--- src/rtl/rc5_pkg.sv ---
// Shared RC5 definitions: FSM state encodings for encipher/decipher and magic constants.
// Latency: n/a (package only).
// Backpressure: n/a.
package rc5_pkg;

    // Encipher sequence: load, prime key reads, initial add, then 9 states per round.
    typedef enum logic [3:0] {
        ENC_IDLE,
        ENC_INIT,
        ENC_WAIT_ADDR,
        ENC_READ_DATA,
        ENC_ADD_INIT,
        ENC_WAIT_ADDR2,
        ENC_READ_DATA2,
        ENC_XOR_A,
        ENC_ROT_A,
        ENC_ADD_A,
        ENC_XOR_B,
        ENC_ROT_B,
        ENC_ADD_B,
        ENC_NEXT_ROUND,
        ENC_DONE
    } enc_state_t;

    // Decipher walks the rounds backwards and finishes with the initial subtract.
    typedef enum logic [3:0] {
        DEC_IDLE,
        DEC_INIT,
        DEC_WAIT_ADDR,
        DEC_READ_DATA,
        DEC_SUB_B,
        DEC_ROT_B,
        DEC_XOR_B,
        DEC_SUB_A,
        DEC_ROT_A,
        DEC_XOR_A,
        DEC_NEXT_ROUND,
        DEC_SUB_INIT,
        DEC_DONE
    } dec_state_t;

    // RC5 magic constants (odd((e-2)*2^W) and odd((phi-1)*2^W)) for key expansion.
    localparam logic [15:0] P16 = 16'hB7E1;
    localparam logic [15:0] Q16 = 16'h9E37;
    localparam logic [31:0] P32 = 32'hB7E15163;
    localparam logic [31:0] Q32 = 32'h9E3779B9;
    localparam logic [63:0] P64 = 64'hB7E151628AED2A6B;
    localparam logic [63:0] Q64 = 64'h9E3779B97F4A7C15;

endpackage

--- src/rtl/encipher_barrel_shifter.sv ---
// Combinational W-bit rotator: dir=0 rotates left, dir=1 rotates right, by amount mod W.
// Latency: 0 cycles (pure combinational).
// Backpressure: none; ports: data/amount/dir in, result out.
module encipher_barrel_shifter #(
    parameter int W = 32
) (
    input  logic [W-1:0]         data,
    input  logic [$clog2(W)-1:0] amount,
    input  logic                 dir,
    output logic [W-1:0]         result
);

    localparam int ROT_VALUE = $clog2(W);

    // Complementary shift; amount=0 gives a shift of W, which yields zero and
    // leaves the rotate equal to the input.
    logic [ROT_VALUE:0] inv_amount;
    logic [W-1:0]       rot_left;
    logic [W-1:0]       rot_right;

    assign inv_amount = (ROT_VALUE+1)'(W) - {1'b0, amount};
    assign rot_left   = (data << amount) | (data >> inv_amount);
    assign rot_right  = (data >> amount) | (data << inv_amount);
    assign result     = dir ? rot_right : rot_left;

endmodule

--- src/rtl/encipher.sv ---
// RC5 encryption engine: one rotate per step, 9 cycles per round, key table via two sync-read ports.
// Latency: oDone and final A,B registered 4+9R edges after IDLE first sees iStart high.
// Backpressure: none; iStart is a held level (low = reset), oDone sticky until iStart falls or rst.
// Ports: clk, rst (sync, active-high), iStart, iA/iB plaintext, oS_address1/2 -> iS_sub_i1/2
//        key words (1-cycle read), oA_encipher/oB_encipher working/result words, oDone.
module encipher
    import rc5_pkg::*;
#(
    parameter int W = 32,
    parameter int R = 12
) (
    input  logic                          clk,
    input  logic                          rst,
    input  logic                          iStart,
    input  logic [W-1:0]                  iA,
    input  logic [W-1:0]                  iB,
    output logic [$clog2(2*(R+1))-1:0]    oS_address1,
    output logic [$clog2(2*(R+1))-1:0]    oS_address2,
    input  logic [W-1:0]                  iS_sub_i1,
    input  logic [W-1:0]                  iS_sub_i2,
    output logic [W-1:0]                  oA_encipher,
    output logic [W-1:0]                  oB_encipher,
    output logic                          oDone
);

    localparam int ROT_VALUE = $clog2(W);
    localparam int T         = 2*(R+1);
    localparam int T_LENGTH  = $clog2(T);
    localparam int CNT_BITS  = $clog2(R+1);

    enc_state_t           state;
    enc_state_t           next_state;
    logic [CNT_BITS-1:0]  round;
    logic [W-1:0]         rot_data;
    logic [ROT_VALUE-1:0] rot_amt;
    logic [W-1:0]         rot_out;
    logic                 last_round;
    logic [T_LENGTH-1:0]  next_even;

    // Rotate operand is captured one state ahead so the rotator sees registered inputs.
    encipher_barrel_shifter #(.W(W)) u_rot (
        .data   (rot_data),
        .amount (rot_amt),
        .dir    (1'b0),
        .result (rot_out)
    );

    assign last_round = (round == CNT_BITS'(R));
    assign next_even  = (T_LENGTH'(round) + T_LENGTH'(1)) << 1;

    always_ff @(posedge clk) begin
        if (rst || !iStart) begin
            state <= ENC_IDLE;
        end else begin
            state <= next_state;
        end
    end

    always_comb begin
        next_state = state;
        case (state)
            ENC_IDLE:       if (iStart) next_state = ENC_INIT;
            ENC_INIT:       next_state = ENC_WAIT_ADDR;
            ENC_WAIT_ADDR:  next_state = ENC_READ_DATA;
            ENC_READ_DATA:  next_state = ENC_ADD_INIT;
            ENC_ADD_INIT:   next_state = ENC_WAIT_ADDR2;
            ENC_WAIT_ADDR2: next_state = ENC_READ_DATA2;
            ENC_READ_DATA2: next_state = ENC_XOR_A;
            ENC_XOR_A:      next_state = ENC_ROT_A;
            ENC_ROT_A:      next_state = ENC_ADD_A;
            ENC_ADD_A:      next_state = ENC_XOR_B;
            ENC_XOR_B:      next_state = ENC_ROT_B;
            ENC_ROT_B:      next_state = ENC_ADD_B;
            ENC_ADD_B:      next_state = ENC_NEXT_ROUND;
            ENC_NEXT_ROUND: next_state = last_round ? ENC_DONE : ENC_WAIT_ADDR2;
            ENC_DONE:       next_state = ENC_DONE;
            default:        next_state = ENC_IDLE;
        endcase
    end

    always_ff @(posedge clk) begin
        if (rst || !iStart) begin
            oS_address1 <= '0;
            oS_address2 <= T_LENGTH'(1);
            oA_encipher <= '0;
            oB_encipher <= '0;
            round       <= CNT_BITS'(1);
            rot_data    <= '0;
            rot_amt     <= '0;
            oDone       <= 1'b0;
        end else begin
            case (state)
                ENC_INIT: begin
                    oA_encipher <= iA;
                    oB_encipher <= iB;
                end
                ENC_ADD_INIT: begin
                    oA_encipher <= oA_encipher + iS_sub_i1;
                    oB_encipher <= oB_encipher + iS_sub_i2;
                    // Round 1 keys; fetched during WAIT_ADDR2/READ_DATA2.
                    oS_address1 <= T_LENGTH'(2);
                    oS_address2 <= T_LENGTH'(3);
                end
                ENC_XOR_A: begin
                    oA_encipher <= oA_encipher ^ oB_encipher;
                    rot_data    <= oA_encipher ^ oB_encipher;
                    rot_amt     <= oB_encipher[ROT_VALUE-1:0];
                end
                ENC_ROT_A: oA_encipher <= rot_out;
                ENC_ADD_A: oA_encipher <= oA_encipher + iS_sub_i1;
                ENC_XOR_B: begin
                    oB_encipher <= oB_encipher ^ oA_encipher;
                    rot_data    <= oB_encipher ^ oA_encipher;
                    rot_amt     <= oA_encipher[ROT_VALUE-1:0];
                end
                ENC_ROT_B: oB_encipher <= rot_out;
                ENC_ADD_B: oB_encipher <= oB_encipher + iS_sub_i2;
                ENC_NEXT_ROUND: begin
                    // Counter stops at R, so it never needs to hold R+1.
                    if (last_round) begin
                        oDone <= 1'b1;
                    end else begin
                        round       <= round + CNT_BITS'(1);
                        oS_address1 <= next_even;
                        oS_address2 <= next_even | T_LENGTH'(1);
                    end
                end
                default: ;
            endcase
        end
    end

endmodule

--- config.mk ---
export PLATFORM = sky130hd
export DESIGN_NAME = encipher
export DESIGN_NICKNAME = d
export VERILOG_FILES = /design/src/rtl/rc5_pkg.sv /design/src/rtl/encipher_barrel_shifter.sv /design/src/rtl/encipher.sv
export SDC_FILE = /design/constraint.sdc
export NUM_CORES = 1
export LEC_CHECK = 0
export CORE_MARGIN = 5
export CORE_UTILIZATION = 25
export CTS_CLUSTER_SIZE = 25
export DETAILED_ROUTE_END_ITERATION = 8
export PLACE_DENSITY_LB_ADDON = 0.1
export SLEW_MARGIN = 20
export SYNTH_ARGS = -nofsm -noshare
export SYNTH_HDL_FRONTEND = slang
export SYNTH_HIERARCHICAL = 1
export SYNTH_SLANG_ARGS = --single-unit
--- constraint.sdc ---
create_clock -name clk -period 5.08 [get_ports clk]
set_input_delay 0.762 -clock clk [delete_from_list [all_inputs] [get_ports clk]]
set_output_delay 0.762 -clock clk [all_outputs]
set_load 0.01 [all_outputs]
# [Yosys cells after proc, flatten, opt, wreduce, memory -nomap -nowiden]
# Cells that the tools add are included.
[word_totals] elab_cells=59 out_inout_bits=75 ff_bits=120
[op_classes] muxes=10 shifts=2 bitwise=3 addsub=5 n_eq_ne=17 reduce_logical=13
[ops] operator="$pmux 32 s4" count=2
[ops] operator="$add 32x32->32" count=2
[ops] operator="$pmux 4 s15" count=1
[ops] operator="$eq 4x4->1 const B" count=8
[ops] operator="$or 32x32->32" count=1
[ops] operator="$shl 32x5->32" count=1
[ops] operator="$shr 32x6->32" count=1
[ops] operator="$xor 32x32->32" count=1
[ops] operator="$pmux 5 s2" count=3
[ops] operator="$eq 4x3->1 const B" count=4
[ops] operator="$mux 5" count=2
[ops] operator="$add 4x1->4 const B" count=2
[ops] operator="$eq 4x2->1 const B" count=2
[ops] operator="$mux 4" count=2
[ops] operator="$reduce_bool 4->1" count=2
[ops] operator="$reduce_and 2->1" count=3
[ops] operator="$reduce_or 2->1" count=3
[ops] operator="$sub 6x5->6 const A" count=1
[ops] operator="$eq 4x1->1 const B" count=1
[ops] operator="$logic_not 4->1" count=1
[ops] operator="$ne 2x2->1 const B" count=2
[ops] operator="$reduce_bool 2->1" count=2
[ops] operator="$logic_not 1->1" count=1
[ops] operator="$logic_or 1x1->1" count=1
[ops] operator="$not 1->1" count=1

# [Depth between registers and ports, before layout]
[logic_depth] word_depth=4 mapped_depth=20 mapped_depth_nobuf=13

# [Cells and area by module]
# The synthesis kept the hierarchy.
[by_module_without_submodules] mod="encipher" cells_per_inst=1222 area_per_inst_um2=9063.7 instances=1 seq_area_each_um2=2282.2
[by_module_without_submodules] mod="encipher_barrel_shifter" cells_per_inst=988 area_per_inst_um2=7962.6 instances=1 seq_area_each_um2=0.0

# [Least setup slack after synthesis]
# Ideal clock, no wire load.
[synth_timing] kind="flip-flop to flip-flop" start="register rot_amt[0]" end="register oA_encipher[24]" synth_period_minus_slack_ps=3696 arrival_ps=3580 stages_incl_launch_ff=18 setup_time_ps=116 path_slack_ps=1384 cell_sequence="dfxtp_1 -> buf_6 -> buf_12 -> buf_12 -> inv_1 -> buf_2 -> buf_4 -> ha_1 -> inv_2 -> buf_1 -> mux2i_1 -> mux2i_1 -> nor2_1 -> a2111oi_0 -> a21oi_1 -> a221oi_1 -> nor3_1 -> a41o_1"
[synth_between] elab_chain_cells=4 elab_cells_between_ends=5 classes_between="add/sub: 1; shift: 2; mux: 1; bitwise: 1"
[synth_rtl] element="start, declared" line="encipher.sv:35" rtl="logic [ROT_VALUE-1:0] rot_amt;"
[synth_rtl] element="start signal, assigned" line="encipher.sv:107" rtl="rot_amt <= oB_encipher[ROT_VALUE-1:0];"
[synth_rtl] element="start signal, assigned" line="encipher.sv:114" rtl="rot_amt <= oA_encipher[ROT_VALUE-1:0];"
[synth_rtl] element="$sub 6x5->6" line="encipher_barrel_shifter.sv:21" rtl="assign inv_amount = (ROT_VALUE+1)'(W) - {1'b0, amount};"
[synth_rtl] element="$shr 32x6->32" line="encipher_barrel_shifter.sv:22" rtl="assign rot_left = (data << amount) | (data >> inv_amount);"
[synth_rtl] element="$or 32x32->32 *" line="encipher_barrel_shifter.sv:22"
[synth_rtl] element="net rot_out[24]" line="encipher.sv:36" rtl="logic [W-1:0] rot_out;"
[synth_rtl] element="$pmux 32 s4 *" line="encipher.sv:92" rtl="case (state)"
[synth_rtl] element="end signal, assigned" line="encipher.sv:94" rtl="oA_encipher <= iA;"
[synth_rtl] element="end signal, assigned" line="encipher.sv:98" rtl="oA_encipher <= oA_encipher + iS_sub_i1;"
[synth_rtl] element="end signal, assigned" line="encipher.sv:105" rtl="oA_encipher <= oA_encipher ^ oB_encipher;"
[synth_rtl] element="end, declared" line="encipher.sv:21" rtl="output logic [W-1:0] oA_encipher,"
# The timed path passes the listed nets; every way through them passes the cells marked *.
# A chain may end at the register's enable or synchronous reset.

# [Final worst setup path]
[layout_timing] start="register rot_amt[1]" end="register oA_encipher[26]"
# The elaborated chain is that of the path after synthesis.

==> out/results.ini <==
[synthesis]
async_flop_share_pct=0
synth_enable_flop_cells=0
postSynthCellCount=2210
syn_area_per_cell_um2=7.704
yosys_warnings=6
yosysSeqAreaShare_pct=13.40
syn-cell-area_mm2=0.01703
synth_top_flop_cell=dfxtp_1
ys_types=101
synth-seq-cells=114

[clocking]
cts_tree=yes
htreeDepth=4
clk_latency_ns=0.44
post_cts_resized=0
cts.sinks=114
postCtsHoldBufs=0
cts_buffers=17
cts-root-buf=clkbuf_16
cts.clk_slew.worst_paths_ns=0.06
postCtsSetupRepairBufs=0
clockBufferDepth=2

[run_status]
outcome=complete, but fails checks
violations=slew limit

[global_routing]
grt_pass1_vias=18850
grt_pass1_wl_um=140600
antenna_found_initial=1
grt_max_degree=58
gr-total-overflow=0
grt_use_total_pct=25.49

[floorplan]
initial_core_util_pct=25.26
rows=95
core_area_mm2=0.06740
die_y_um=271.0
fp.dieArea_mm2=0.07342
ios=206
die_w_um=271.0

[final_layout]
n_antenna_cell=0
final_core_util_pct=30.44
nets=2513
syn2layout_area_growth_pct=20.51
drive_above_1_share_pct=14.09
fill_cells=7212

[timing]
setup_tns_ns=0
slew_viol_final=3
period_share_pct=84.83
period_needed_ns=4.309
finalSetupViolations=0
grt_setup_unrepaired=false
finClkSkew_ns=0.01450
hold_viol=0
clock.fmax_mhz=232.1
worstMarginPinSlew_ns=1.942
timing.slew.headroom_pct=-32.83
holdWs_ns=0.4841

[worst_setup_path]
r2r-start=rot_amt[1]$_SDFFE_PP0P_
cp_max_fo=45
reg2regPathDepth=10
rrSetupSlack_ns=0.77
crit_type=reg2reg
cp_data_arrival_time_ns=4.62
required_ns=5.39
r2r-end=oA_encipher[26]$_SDFFE_PP0P_
critical_path.endpoint_type=register
start_kind=register

[worst_hold_path]
hold_path_depth=2
hp-class=reg2reg
min_to=oDone$_SDFFE_PP0P_
holdCritStartpoint=oDone$_SDFFE_PP0P_

[route]
routedWlPerCell_um=30.63
ant_nets=0
viasPerCell=6.034
drc_errors=0
drtIter0Drc=2293
num_vias=19320
drt_first_pass_iters=6
wirelength_um=98040

[place]
port_buffers=203
globalplace.congestion=0.9737
dp_hpwl_um=77620

[power_and_ir_drop]
p_per_area_mw_per_mm2=139.2
p_leak_uw=0.007682
peakVddDrop_uv=240.4
power.total_uw=2857

[flow_run]
max-cap-violations=0

-- cell type report --
cell class,count,area (µm²),share of cell area (%)
flip-flops and latches,114,2292,11.17
clock inverters,15,182.7,0.8903
multi-input cells,1848,13650,66.52
clock buffers,17,425.4,2.073
repair buffers,294,2728,13.29
inverters,40,150.1,0.7318
well taps,873,1092,5.324
-- synth_stat cells (17+ instances only) --
master    number  area share, %
a211oi_1      40            1.8
a21o_1        33            1.5
a21oi_1      174            5.1
a221o_1       22            1.3
a221oi_1      46            2.4
a31oi_1       31            1.1
and3_1        17           0.62
buf_1         19           0.42
buf_2         35            1.0
buf_4         19           0.84
clkbuf_1     125            2.8
dfxtp_1      114             13
ha_1          65            4.8
inv_1         37           0.82
mux2_2        56            3.7
mux2i_1      107            6.3
mux4_2        91             12
nand2_1      249            5.5
nand2b_1      19           0.70
nand3_1       36            1.1
nor2_1       243            5.4
nor2b_1       18           0.66
nor3_1        65            1.9
o211ai_1      24            1.1
o21ai_0      141            4.1
o22ai_1       27           0.99
xnor2_1       48            2.5
xor2_1        49            2.5
-- where the power goes --
group	leakage [µW]	switching, µW	internal, µW
clock	0.000275	513	774
combinational	0.00648	356	269
sequential	0.000925	36.0	908
-- worst max-delay path, stage by stage (launching register included) --
cell,delay [ns]
dfxtp_4,0.40
buf_4,0.33
nor3_4,0.50
xnor2_2,0.39
nand2_1,0.32
buf_4,0.20
nor2_1,0.07
a2111oi_0,0.91
a32oi_1,0.39
a221oi_1,0.52
o22ai_1,0.12
-- state kept, by name (all words and copies together), names as in the netlist --
name / flops
round: 4
rot_amt: 5
oDone: 1
oB_encipher: 32
oS_address2: 4
oA_encipher: 32
state: 4
rot_data: 32
-- cell usage in the layout (no fill, tap or decap), drive strengths merged, types with 11 or more instances in the layout --
master         count
a2111oi           14
a211oi            41
a21o              34
a21oi            177
a221o             23
a221oi            49
a22oi             14
a311oi            11
a31oi             32
and2              11
and3              18
buf               91
clkbuf            17
clkdlybuf4s50    203
dfxtp            114
ha                65
inv               43
mux2              60
mux2i            107
mux4              93
nand2            249
nand2b            19
nand3             36
nand4             14
nor2             243
nor2b             19
nor3              67
o211ai            25
o21ai            152
o221ai            16
o22ai             27
xnor2             48
xor2              49
-- metal layers --
metal / track usage, % / wire length, µm
met4: 9.139 / 3914
met3: 3.970 / 7004
met2: 40.55 / 44300
met1: 35.01 / 42820
met5: 0 / 0
-- through the flow --
step	instances	worst slack (ns)	area, µm²
after global placement	3169	0.8926	19910
after floorplan	2215	1.384	17050
after detailed placement	3169	0.8787	19910
final	3201	0.7709	20520
after global routing	3201	0.6487	20520
after CTS	3201	0.9486	20520
-- worst max path at each step --
stage | startpoint | endpoint | cells after the start
after floorplan | rot_amt[0]$_SDFFE_PP0P_ | oA_encipher[24]$_SDFFE_PP0P_ | 17
after global placement | iS_sub_i1[0] | oA_encipher[28]$_SDFFE_PP0P_ | 13
after detailed placement | iS_sub_i1[5] | oA_encipher[23]$_SDFFE_PP0P_ | 10
after CTS | rot_amt[1]$_SDFFE_PP0P_ | oA_encipher[3]$_SDFFE_PP0P_ | 12
after global routing | rot_amt[1]$_SDFFE_PP0P_ | oB_encipher[7]$_SDFFE_PP0P_ | 12
final | rot_amt[1]$_SDFFE_PP0P_ | oA_encipher[26]$_SDFFE_PP0P_ | 10
-- cells by family (layout without fill, tap and decap cells) --
family                     count (synthesis)  count (layout)  synth area share [%]
DFF                                      114             114                 13.40
muxes                                    260             260                 22.65
buffers and inverters                    253             366                 7.069
AOI/OAI and AO/OA                        702             702                 28.11
other                                      2               7               0.04411
and+or+nand+nor                          715             715                 18.72
adders and majority gates                 67              67                 5.012
xor gates and xnor gates                  97              97                 4.990
Power figures use the tool's default switching activity.
